**src/rtl/uart_pkg.sv**
```systemverilog
// Shared types and constants for the UART transmit path.
package uart_pkg;

  // One UART payload byte.
  typedef logic [7:0] byte_t;

  // Transmit handshake FSM states.
  typedef enum logic [1:0] {
    IDLE      = 2'd0,
    WRITE     = 2'd1,
    WAIT_BUSY = 2'd2,
    WAIT_DONE = 2'd3
  } tx_state_t;

  localparam int DEFAULT_DEPTH_LOG2   = 4;
  localparam int DEFAULT_BUSY_TIMEOUT = 4;

endpackage

```
**src/rtl/uart_fifo_mem.sv**
```systemverilog
// Byte storage array: 2^ADDR_W entries, one write port, one asynchronous
// read port. Contents are not reset; occupancy tracking lives with the user.
module uart_fifo_mem
  import uart_pkg::*;
#(
  parameter int ADDR_W = DEFAULT_DEPTH_LOG2
) (
  input  logic              clk,
  input  logic              wr_en,
  input  logic [ADDR_W-1:0] wr_addr,
  input  byte_t             wr_data,
  input  logic [ADDR_W-1:0] rd_addr,
  output byte_t             rd_data
);

  byte_t mem_r [2**ADDR_W];

  // Capture the incoming byte at the write address.
  always_ff @(posedge clk) begin
    if (wr_en) begin
      mem_r[wr_addr] <= wr_data;
    end
  end

  assign rd_data = mem_r[rd_addr];

endmodule

```
**src/rtl/uart_tx_fifo.sv**
```systemverilog
// Byte FIFO feeding a UART transmitter through its write/busy handshake.
// Every dequeued byte gets exactly one single-cycle write strobe.
// Optional macro UART_TX_FIFO_FLUSH_EN adds flush_i, which empties the queue
// without disturbing the byte currently being handed to the transmitter.
module uart_tx_fifo
  import uart_pkg::*;
#(
  parameter int DEPTH_LOG2   = DEFAULT_DEPTH_LOG2,
  parameter int BUSY_TIMEOUT = DEFAULT_BUSY_TIMEOUT
) (
  input  logic              clock_i,
  input  logic              reset_i,
`ifdef UART_TX_FIFO_FLUSH_EN
  input  logic              flush_i,
`endif
  input  logic [7:0]        data_i,
  input  logic              valid_i,
  output logic              ready_o,
  output logic [7:0]        uart_data_o,
  output logic              uart_write_o,
  input  logic              uart_busy_i,
  output logic [DEPTH_LOG2:0] count_o,
  output logic              empty_o,
  output logic              full_o
);

  localparam int CNT_W = DEPTH_LOG2 + 1;
  localparam logic [DEPTH_LOG2:0] DEPTH_C   = CNT_W'(1'b1) << DEPTH_LOG2;
  localparam logic [3:0]          TIMEOUT_C = 4'(BUSY_TIMEOUT);

  logic [DEPTH_LOG2-1:0] wr_ptr_r;
  logic [DEPTH_LOG2-1:0] rd_ptr_r;
  logic [DEPTH_LOG2:0]   count_r;
  logic [DEPTH_LOG2:0]   count_nxt_s;
  logic                  empty_r;
  logic                  full_r;
  byte_t                 head_s;
  byte_t                 uart_data_r;
  logic                  uart_write_r;
  tx_state_t             state_r;
  logic [3:0]            timeout_r;
  logic                  push_s;
  logic                  pop_s;
  logic                  flush_s;

`ifdef UART_TX_FIFO_FLUSH_EN
  assign flush_s = flush_i;
`else
  assign flush_s = 1'b0;
`endif

  uart_fifo_mem #(
    .ADDR_W (DEPTH_LOG2)
  ) u_mem (
    .clk     (clock_i),
    .wr_en   (push_s),
    .wr_addr (wr_ptr_r),
    .wr_data (data_i),
    .rd_addr (rd_ptr_r),
    .rd_data (head_s)
  );

  // Qualify push/pop for this edge and work out the next occupancy.
  always_comb begin
    push_s      = valid_i && !full_r && !flush_s;
    pop_s       = (state_r == IDLE) && !empty_r && !uart_busy_i && !flush_s;
    count_nxt_s = count_r;
    if (flush_s) begin
      count_nxt_s = {CNT_W{1'b0}};
    end else begin
      case ({push_s, pop_s})
        2'b10:   count_nxt_s = count_r + CNT_W'(1'b1);
        2'b01:   count_nxt_s = count_r - CNT_W'(1'b1);
        default: count_nxt_s = count_r;
      endcase
    end
  end

  // Pointers and registered occupancy flags.
  always_ff @(posedge clock_i or negedge reset_i) begin
    if (!reset_i) begin
      wr_ptr_r <= {DEPTH_LOG2{1'b0}};
      rd_ptr_r <= {DEPTH_LOG2{1'b0}};
      count_r  <= {CNT_W{1'b0}};
      empty_r  <= 1'b1;
      full_r   <= 1'b0;
    end else begin
      if (flush_s) begin
        wr_ptr_r <= {DEPTH_LOG2{1'b0}};
        rd_ptr_r <= {DEPTH_LOG2{1'b0}};
      end else begin
        if (push_s) begin
          wr_ptr_r <= wr_ptr_r + DEPTH_LOG2'(1'b1);
        end
        if (pop_s) begin
          rd_ptr_r <= rd_ptr_r + DEPTH_LOG2'(1'b1);
        end
      end
      count_r <= count_nxt_s;
      empty_r <= (count_nxt_s == {CNT_W{1'b0}});
      full_r  <= (count_nxt_s == DEPTH_C);
    end
  end

  // Transmit handshake: strobe once per byte, then wait out the frame.
  // If busy never rises, give up after BUSY_TIMEOUT cycles and move on.
  always_ff @(posedge clock_i or negedge reset_i) begin
    if (!reset_i) begin
      state_r      <= IDLE;
      uart_write_r <= 1'b0;
      uart_data_r  <= 8'h00;
      timeout_r    <= 4'd0;
    end else begin
      case (state_r)
        IDLE: begin
          uart_write_r <= 1'b0;
          if (pop_s) begin
            uart_data_r  <= head_s;
            uart_write_r <= 1'b1;
            state_r      <= WRITE;
          end
        end
        WRITE: begin
          uart_write_r <= 1'b0;
          timeout_r    <= 4'd0;
          state_r      <= WAIT_BUSY;
        end
        WAIT_BUSY: begin
          uart_write_r <= 1'b0;
          if (uart_busy_i) begin
            state_r <= WAIT_DONE;
          end else if ((timeout_r + 4'd1) == TIMEOUT_C) begin
            state_r <= IDLE;
          end else begin
            timeout_r <= timeout_r + 4'd1;
          end
        end
        WAIT_DONE: begin
          uart_write_r <= 1'b0;
          if (!uart_busy_i) begin
            state_r <= IDLE;
          end
        end
        default: begin
          uart_write_r <= 1'b0;
          state_r      <= IDLE;
        end
      endcase
    end
  end

  assign ready_o      = !full_r;
  assign full_o       = full_r;
  assign empty_o      = empty_r;
  assign count_o      = count_r;
  assign uart_data_o  = uart_data_r;
  assign uart_write_o = uart_write_r;

endmodule

```
**config.mk**
```make
export PLATFORM = sky130hd
export DESIGN_NAME = uart_tx_fifo
export DESIGN_NICKNAME = d
export VERILOG_FILES = /design/src/rtl/uart_pkg.sv /design/src/rtl/uart_fifo_mem.sv /design/src/rtl/uart_tx_fifo.sv
export SDC_FILE = /design/constraint.sdc
export NUM_CORES = 1
export LEC_CHECK = 0
export CAP_MARGIN = 20
export CELL_PAD_IN_SITES_DETAIL_PLACEMENT = 1
export CELL_PAD_IN_SITES_GLOBAL_PLACEMENT = 2
export CORE_MARGIN = 8
export CORE_UTILIZATION = 46
export DETAILED_ROUTE_END_ITERATION = 10
export PLACE_DENSITY_LB_ADDON = 0.1
export SETUP_SLACK_MARGIN = 0.05
export SLEW_MARGIN = 25
export SYNTH_ARGS = -nofsm -noshare
export SYNTH_HDL_FRONTEND = slang
export SYNTH_HIERARCHICAL = 1
export SYNTH_SLANG_ARGS = --single-unit
```
**constraint.sdc**
```tcl
create_clock -name clock_i -period 3.1 [get_ports clock_i]
set_input_delay 0.31 -clock clock_i [delete_from_list [all_inputs] [get_ports clock_i]]
set_output_delay 0.31 -clock clock_i [all_outputs]
set_load 0.005 [all_outputs]
```
After elaboration in Yosys (flattened, before gate mapping)
Memory sizes are Yosys's and may differ from the RTL's. A register that Yosys moved wholly into a read port is not among the register bits.
Index checks and enable logic that the tools add are counted.
{"block": "word_totals", "ff_bits": 22, "mem_bits_rw": 128, "inputBits": 12, "out_inout_bits": 17, "wordCells": 53, "n_memories": 1}
{"name": "u_mem.mem_r", "words": 16, "word_bits": 8, "rd": 1, "rd_clocked_by_memory_dff": 1, "wr": 1, "line_no": "uart_fifo_mem.sv:16", "source": "byte_t mem_r [2**ADDR_W];"}
{"block": "classes", "add_sub_neg": 5, "eq_ne": 12, "muxes": 13, "reduce_logical": 14}
{"op": "$add A4 B1 Y4 const B", "n": 3}
{"op": "$pmux W5 S2", "n": 1}
{"op": "$mux W2", "n": 4}
{"op": "$mux W4", "n": 2}
{"op": "$ne A2 B2 Y1 const B", "n": 4}
{"op": "$pmux W2 S4", "n": 1}
{"op": "$pmux W4 S2", "n": 1}
{"op": "$eq A2 B2 Y1 const B", "n": 3}
{"op": "$reduce_and A3 Y1", "n": 2}
{"op": "$add A5 B1 Y5 const B", "n": 1}
{"op": "$eq A5 B5 Y1 const B", "n": 1}
{"op": "$logic_not A5 Y1", "n": 1}
{"op": "$sub A5 B1 Y5 const B", "n": 1}
{"op": "$eq A2 B1 Y1 const B", "n": 2}
{"op": "$eq A4 B3 Y1 const B", "n": 1}
{"op": "$logic_not A1 Y1", "n": 4}
{"op": "$logic_and A1 B1 Y1", "n": 3}
{"op": "$mux W1", "n": 3}
{"op": "$ne A3 B3 Y1 const B", "n": 1}
{"op": "$reduce_or A3 Y1", "n": 1}
{"op": "$logic_not A2 Y1", "n": 1}
{"op": "$pmux W1 S2", "n": 1}
{"op": "$reduce_and A2 Y1", "n": 1}
{"op": "$reduce_bool A2 Y1", "n": 1}

Logic depth before layout (Yosys ltp)
{"block": "logic_depth", "word_depth": 6, "mapped_depth": 12, "ltp_nobuf": 10}

Hierarchy
The synthesis kept the hierarchy.
{"module": "uart_fifo_mem", "n_inst": 1, "cells_per_inst": 221, "area_per_inst_um2": 4987.3, "seq_area_each_um2": 3843.7}
{"module": "uart_tx_fifo", "n_inst": 1, "cells_per_inst": 127, "area_per_inst_um2": 1510.2, "seq_area_each_um2": 752.0}

Least setup slack after synthesis
Ideal clock, no wire load.
{"block": "synth_timing", "path_kind": "register to register", "from": "register state_r[1]", "to": "register full_r (netlist: full_o)", "setup_ns": 0.073, "arrival_time_ns": 2.405, "required_time_ns": 3.027, "setup_slack_ns": 0.622, "stages_incl_launch_ff": 13, "path_buffers": 3, "synth_period_minus_slack_ns": 2.478, "path_cell_list": "dfrtp_1 > buf_4 > nor4_4 > buf_6 > ha_1 > buf_6 > xor2_1 > ha_1 > a21oi_2 > mux2i_1 > xnor2_1 > a211o_1 > nor2b_1"}
{"block": "synth_via", "elab_chain_cells": 6}
{"element": "from (decl)", "line_no": "uart_tx_fifo.sv:40", "source": "tx_state_t state_r;"}
{"element": "from (signal assigned)", "line_no": "uart_tx_fifo.sv:109", "source": "state_r <= IDLE;"}
{"element": "from (signal assigned)", "line_no": "uart_tx_fifo.sv:120", "source": "state_r <= WRITE;"}
{"element": "from (signal assigned)", "line_no": "uart_tx_fifo.sv:126", "source": "state_r <= WAIT_BUSY;"}
{"element": "$logic_not A2 Y1 *", "line_no": "uart_tx_fifo.sv:66", "source": "pop_s = (state_r == IDLE) && !empty_r && !uart_busy_i && !flush_s;"}
{"element": "$logic_and A1 B1 Y1 * (2 in series)", "line_no": "uart_tx_fifo.sv:66"}
{"element": "net pop_s", "line_no": "uart_tx_fifo.sv:43", "source": "logic pop_s;"}
{"element": "$eq A2 B1 Y1 or $eq A2 B2 Y1 (tied branches)", "line_no": "uart_tx_fifo.sv:71", "source": "case ({push_s, pop_s})"}
{"element": "$pmux W5 S2 *", "line_no": "uart_tx_fifo.sv:71"}
{"element": "net count_nxt_s[2]", "line_no": "uart_tx_fifo.sv:34", "source": "logic [DEPTH_LOG2:0] count_nxt_s;"}
{"element": "$eq A5 B5 Y1 *", "line_no": "uart_tx_fifo.sv:101", "source": "full_r <= (count_nxt_s == DEPTH_C);"}
{"element": "to (signal assigned)", "line_no": "uart_tx_fifo.sv:101"}
{"element": "to (decl)", "line_no": "uart_tx_fifo.sv:36", "source": "logic full_r;"}
Mark *: on every way through the listed nets, which the timed path passes. The rest lies on a longest branch.
A chain may end at the register's enable or synchronous reset.

Final worst setup path
{"block": "layout_timing", "from": "register state_r[1]", "to": "register empty_r (netlist: empty_o)"}
{"block": "layout_via", "elab_chain_cells": 6}
{"element": "$logic_not A2 Y1 *", "line_no": "uart_tx_fifo.sv:66"}
{"element": "$logic_and A1 B1 Y1 * (2 in series)", "line_no": "uart_tx_fifo.sv:66"}
{"element": "$eq A2 B1 Y1 or $eq A2 B2 Y1 (tied branches)", "line_no": "uart_tx_fifo.sv:71"}
{"element": "$pmux W5 S2 *", "line_no": "uart_tx_fifo.sv:71"}
{"element": "net count_nxt_s[2]", "line_no": "uart_tx_fifo.sv:34"}
{"element": "$logic_not A5 Y1 *", "line_no": "uart_tx_fifo.sv:100", "source": "empty_r <= (count_nxt_s == {CNT_W{1'b0}});"}
{"element": "to (signal assigned)", "line_no": "uart_tx_fifo.sv:100"}
{"element": "to (decl)", "line_no": "uart_tx_fifo.sv:35", "source": "logic empty_r;"}
Marks and branches as above.

==> metrics.md <==
| Metric | Value |
|---|---|
| Ys async rst share | `19.0%` |
| Critical Path Source | `state_r[1]` |
| Initial DRC Count | `221` |
| Worst r2r src | `state_r[1]` |
| CTS sink cnt | `158` |
| Gr ovfl total | `0` |
| Critical-path top delay cell | `dfrtp_1` |
| Vias | `3333` |
| Synthesis-to-finish area growth | `18.2%` |
| Htree depth | `4` |
| CTS tree | `done` |
| Post-synth EDFFs | `128` |
| Starting Density | `47.0%` |
| Synth Instances | `348` |
| Register area | `4600 um^2` |
| WL per Instance | `23.3 um` |
| Fillers | `1243` |
| Post-Place Worst Slack | `306 ps` |
| Power density cells | `959 nW/um^2` |
| Post-CTS Resized | `0` |
| Most used cell, CP | `ha_1` |
| Clk pin slew, worst setup/hold paths | `60 ps` |
| Total negative slack | `0 ps` |
| Routed wire length | `13800 um` |
| First-pass GRT wire length | `21500 um` |
| Yosys reg bits | `158` |
| Count leader, synth | `edfxtp_1` |
| Worst-path cell chain | `nor4_4 > ha_1 > xor2_1 > ha_1 > a21oi_2 > mux2i_1 > xnor2_1 > a211o_1 > nor2_1` |
| DRT Pass-1 Iters | `5` |
| Pins Over Slew Limit | `0` |
| CTS buffer count | `17` |
| Area taken by multi-input logic gates | `1720 um^2` |
| Worst Skew | `12.2 ps` |
| Max-cap viol count | `0` |
| Buffers & Inverters on Critical Path | `0` |
| Antenna Violating Nets Remaining | `0` |
| Seq/Total Area, Yosys | `70.7%` |
| Worst Hold Class | `in2async` |
| Critical path class | `reg2reg` |
| Period minus WS final | `2500 ps` |
| Cell Area, Placed | `7030 um^2` |
| Die area | `18200 um^2` |
| Status | `complete, no violations` |
| Pin count of the biggest net entering global routing | `36` |
| Crit end category | `flip-flop` |
| Syn. warnings | `6` |
| Worst EP required | `3440 ps` |
| All-Layer GR Usage | `16.3%` |
| Slowest stage delay, CP | `500 ps` |
| Reg2reg setup slack | `600 ps` |
| Area contributors post-synth | `edfxtp_1 (59%), dfrtp_1 (11%), mux4_2 (6.2%)` |
| Antenna violations before repair | `0` |
| Synthesized area per cell | `18.7 um^2` |
| Achievable Freq | `400 MHz` |
| Slew @ Worst Pin | `816 ps` |
| Family with the most delay on the worst path | `simple AND/OR/NAND/NOR gates` |
| Final setup viols | `0` |
| Post-route setup slack | `601 ps` |
| Final std cells w/o fill | `591` |
| CTS max path bufs | `2` |
| RSZ-0062 raised after global routing | `no` |
| I/O Buffers | `28` |
| Placer Congestion | `0.700` |
| Crit start category | `flip-flop` |
| Core Area | `13800 um^2` |
| Worst VDD drop | `475 uV` |
| CP max FO | `9` |
| Row count | `43` |
| Die height | `135 um` |
| CP Data Arrival Time | `2840 ps` |
| Final period util | `80.6%` |
| Yosys top cell by area | `edfxtp_1` |
| Post-synth top cells | `edfxtp_1 (128), dfrtp_1 (29), nor2_1 (21)` |
| Ys flop type | `edfxtp_1` |
| Cell count after placement | `561` |
| Post-DR vias/cell | `5.64` |
| Yosys cell types | `49` |
| Post-CTS setup buffer count | `0` |
| Leak | `2.70 nW` |
| Die Width | `135 um` |
| Fin area | `7680 um^2` |
| CTS hold repair buffers | `0` |
| IO Count | `29` |
| Root buffer cell | `clkbuf_16` |
| Worst skew pair latency | `420 ps` |
| Cell area after synthesis | `6500 um^2` |
| Worst R2R Path Depth | `9` |
| DRC Markers | `0` |
| Top-area cell type share of the netlist area | `59.2%` |
| Worst relative slew slack | `45.5%` |
| Power Total | `0.00736 W` |
| Hpwl dp | `8910 um` |
| Vias in the first global route | `3636` |
| Reg-to-reg endpoint | `empty_o` |
| Ant. Diodes | `0` |
| Post-Syn Nets | `366` |
| Final hold viol count | `0` |
| Nets | `418` |
| Layout cell share with drive strength beyond 1 | `20.7%` |
-- where the power goes --
group / switching [W] / total [W] / internal (W)
Sequential: 0.000340 / 0.00301 / 0.00267
Clock: 0.000783 / 0.00228 / 0.00150
Combinational: 0.00102 / 0.00207 / 0.00105
-- layer usage --
layer	vias up	GRT usage (%)	share of wire [%]
met5	-	0	0
met4	0	6.55	1.6
met1	1739	20.5	42
met2	75	26.5	51
met3	18	4.23	5.0
li1	1501	-	-
-- cell type report --
| type | instances | share of cell area (%) |
|---|---|---|
| inverters | 5 | 0.244 |
| clock inverters | 12 | 2.85 |
| repair buffers | 51 | 6.06 |
| flip-flops and latches | 158 | 59.9 |
| multi-input cells | 167 | 22.5 |
| well taps | 180 | 2.93 |
| clock buffers | 18 | 5.59 |
-- layout by cell type (no fill, tap or decap), drive strengths merged, types with 3 or more instances in the layout --
cell type | Yosys | routed
a21oi | 4 | 4
a22oi | 16 | 16
buf | 14 | 23
bufinv | 0 | 6
clkbuf | 1 | 18
clkdlybuf4s50 | 0 | 28
clkinv | 0 | 4
dfrtp | 29 | 29
edfxtp | 128 | 128
ha | 6 | 6
inv | 5 | 5
mux2 | 12 | 12
mux4 | 32 | 32
nand2 | 14 | 14
nand2b | 3 | 3
nand3 | 9 | 9
nand3b | 4 | 4
nand4 | 3 | 3
nor2 | 21 | 21
nor2b | 4 | 4
nor3 | 4 | 4
o21ai | 5 | 5
xnor2 | 7 | 7
xor2 | 4 | 4
-- sequential cells by signal, indices dropped and copies added (netlist names) --
register	flops
timeout_r	4
state_r	2
count_o	5
uart_write_o	1
rd_ptr_r	4
wr_ptr_r	4
uart_data_o	8
u_mem/mem_r	128
empty_o	1
full_o	1
-- worst max path at each step --
stage	to	slack, ps	depth (start not counted)
2_1_floorplan	full_o	620	12
3_3_place_gp	full_o	400	10
3_5_place_dp	empty_o	310	10
4_1_cts	empty_o	570	9
5_1_grt	empty_o	380	9
6_report	empty_o	600	9
-- cell families after synthesis --
kind of cell	Yosys count	synth area share (%)
and+or+nand+nor	71	5.70
muxes	46	14.3
AOI/OAI and AO/OA	33	3.74
buffers and inverters	23	2.73
adders and majority gates	6	1.16
xor gates and xnor gates	11	1.60
DFF	158	70.7
-- through the flow --
stage	util (%)	hold slack, ps
3_3_place_gp	50.8	481
6_report	55.5	280
3_5_place_dp	50.8	481
4_1_cts	55.5	291
5_1_grt	55.5	314
2_1_floorplan	-	14.4
No activity file was read; power rests on OpenSTA's default activity.
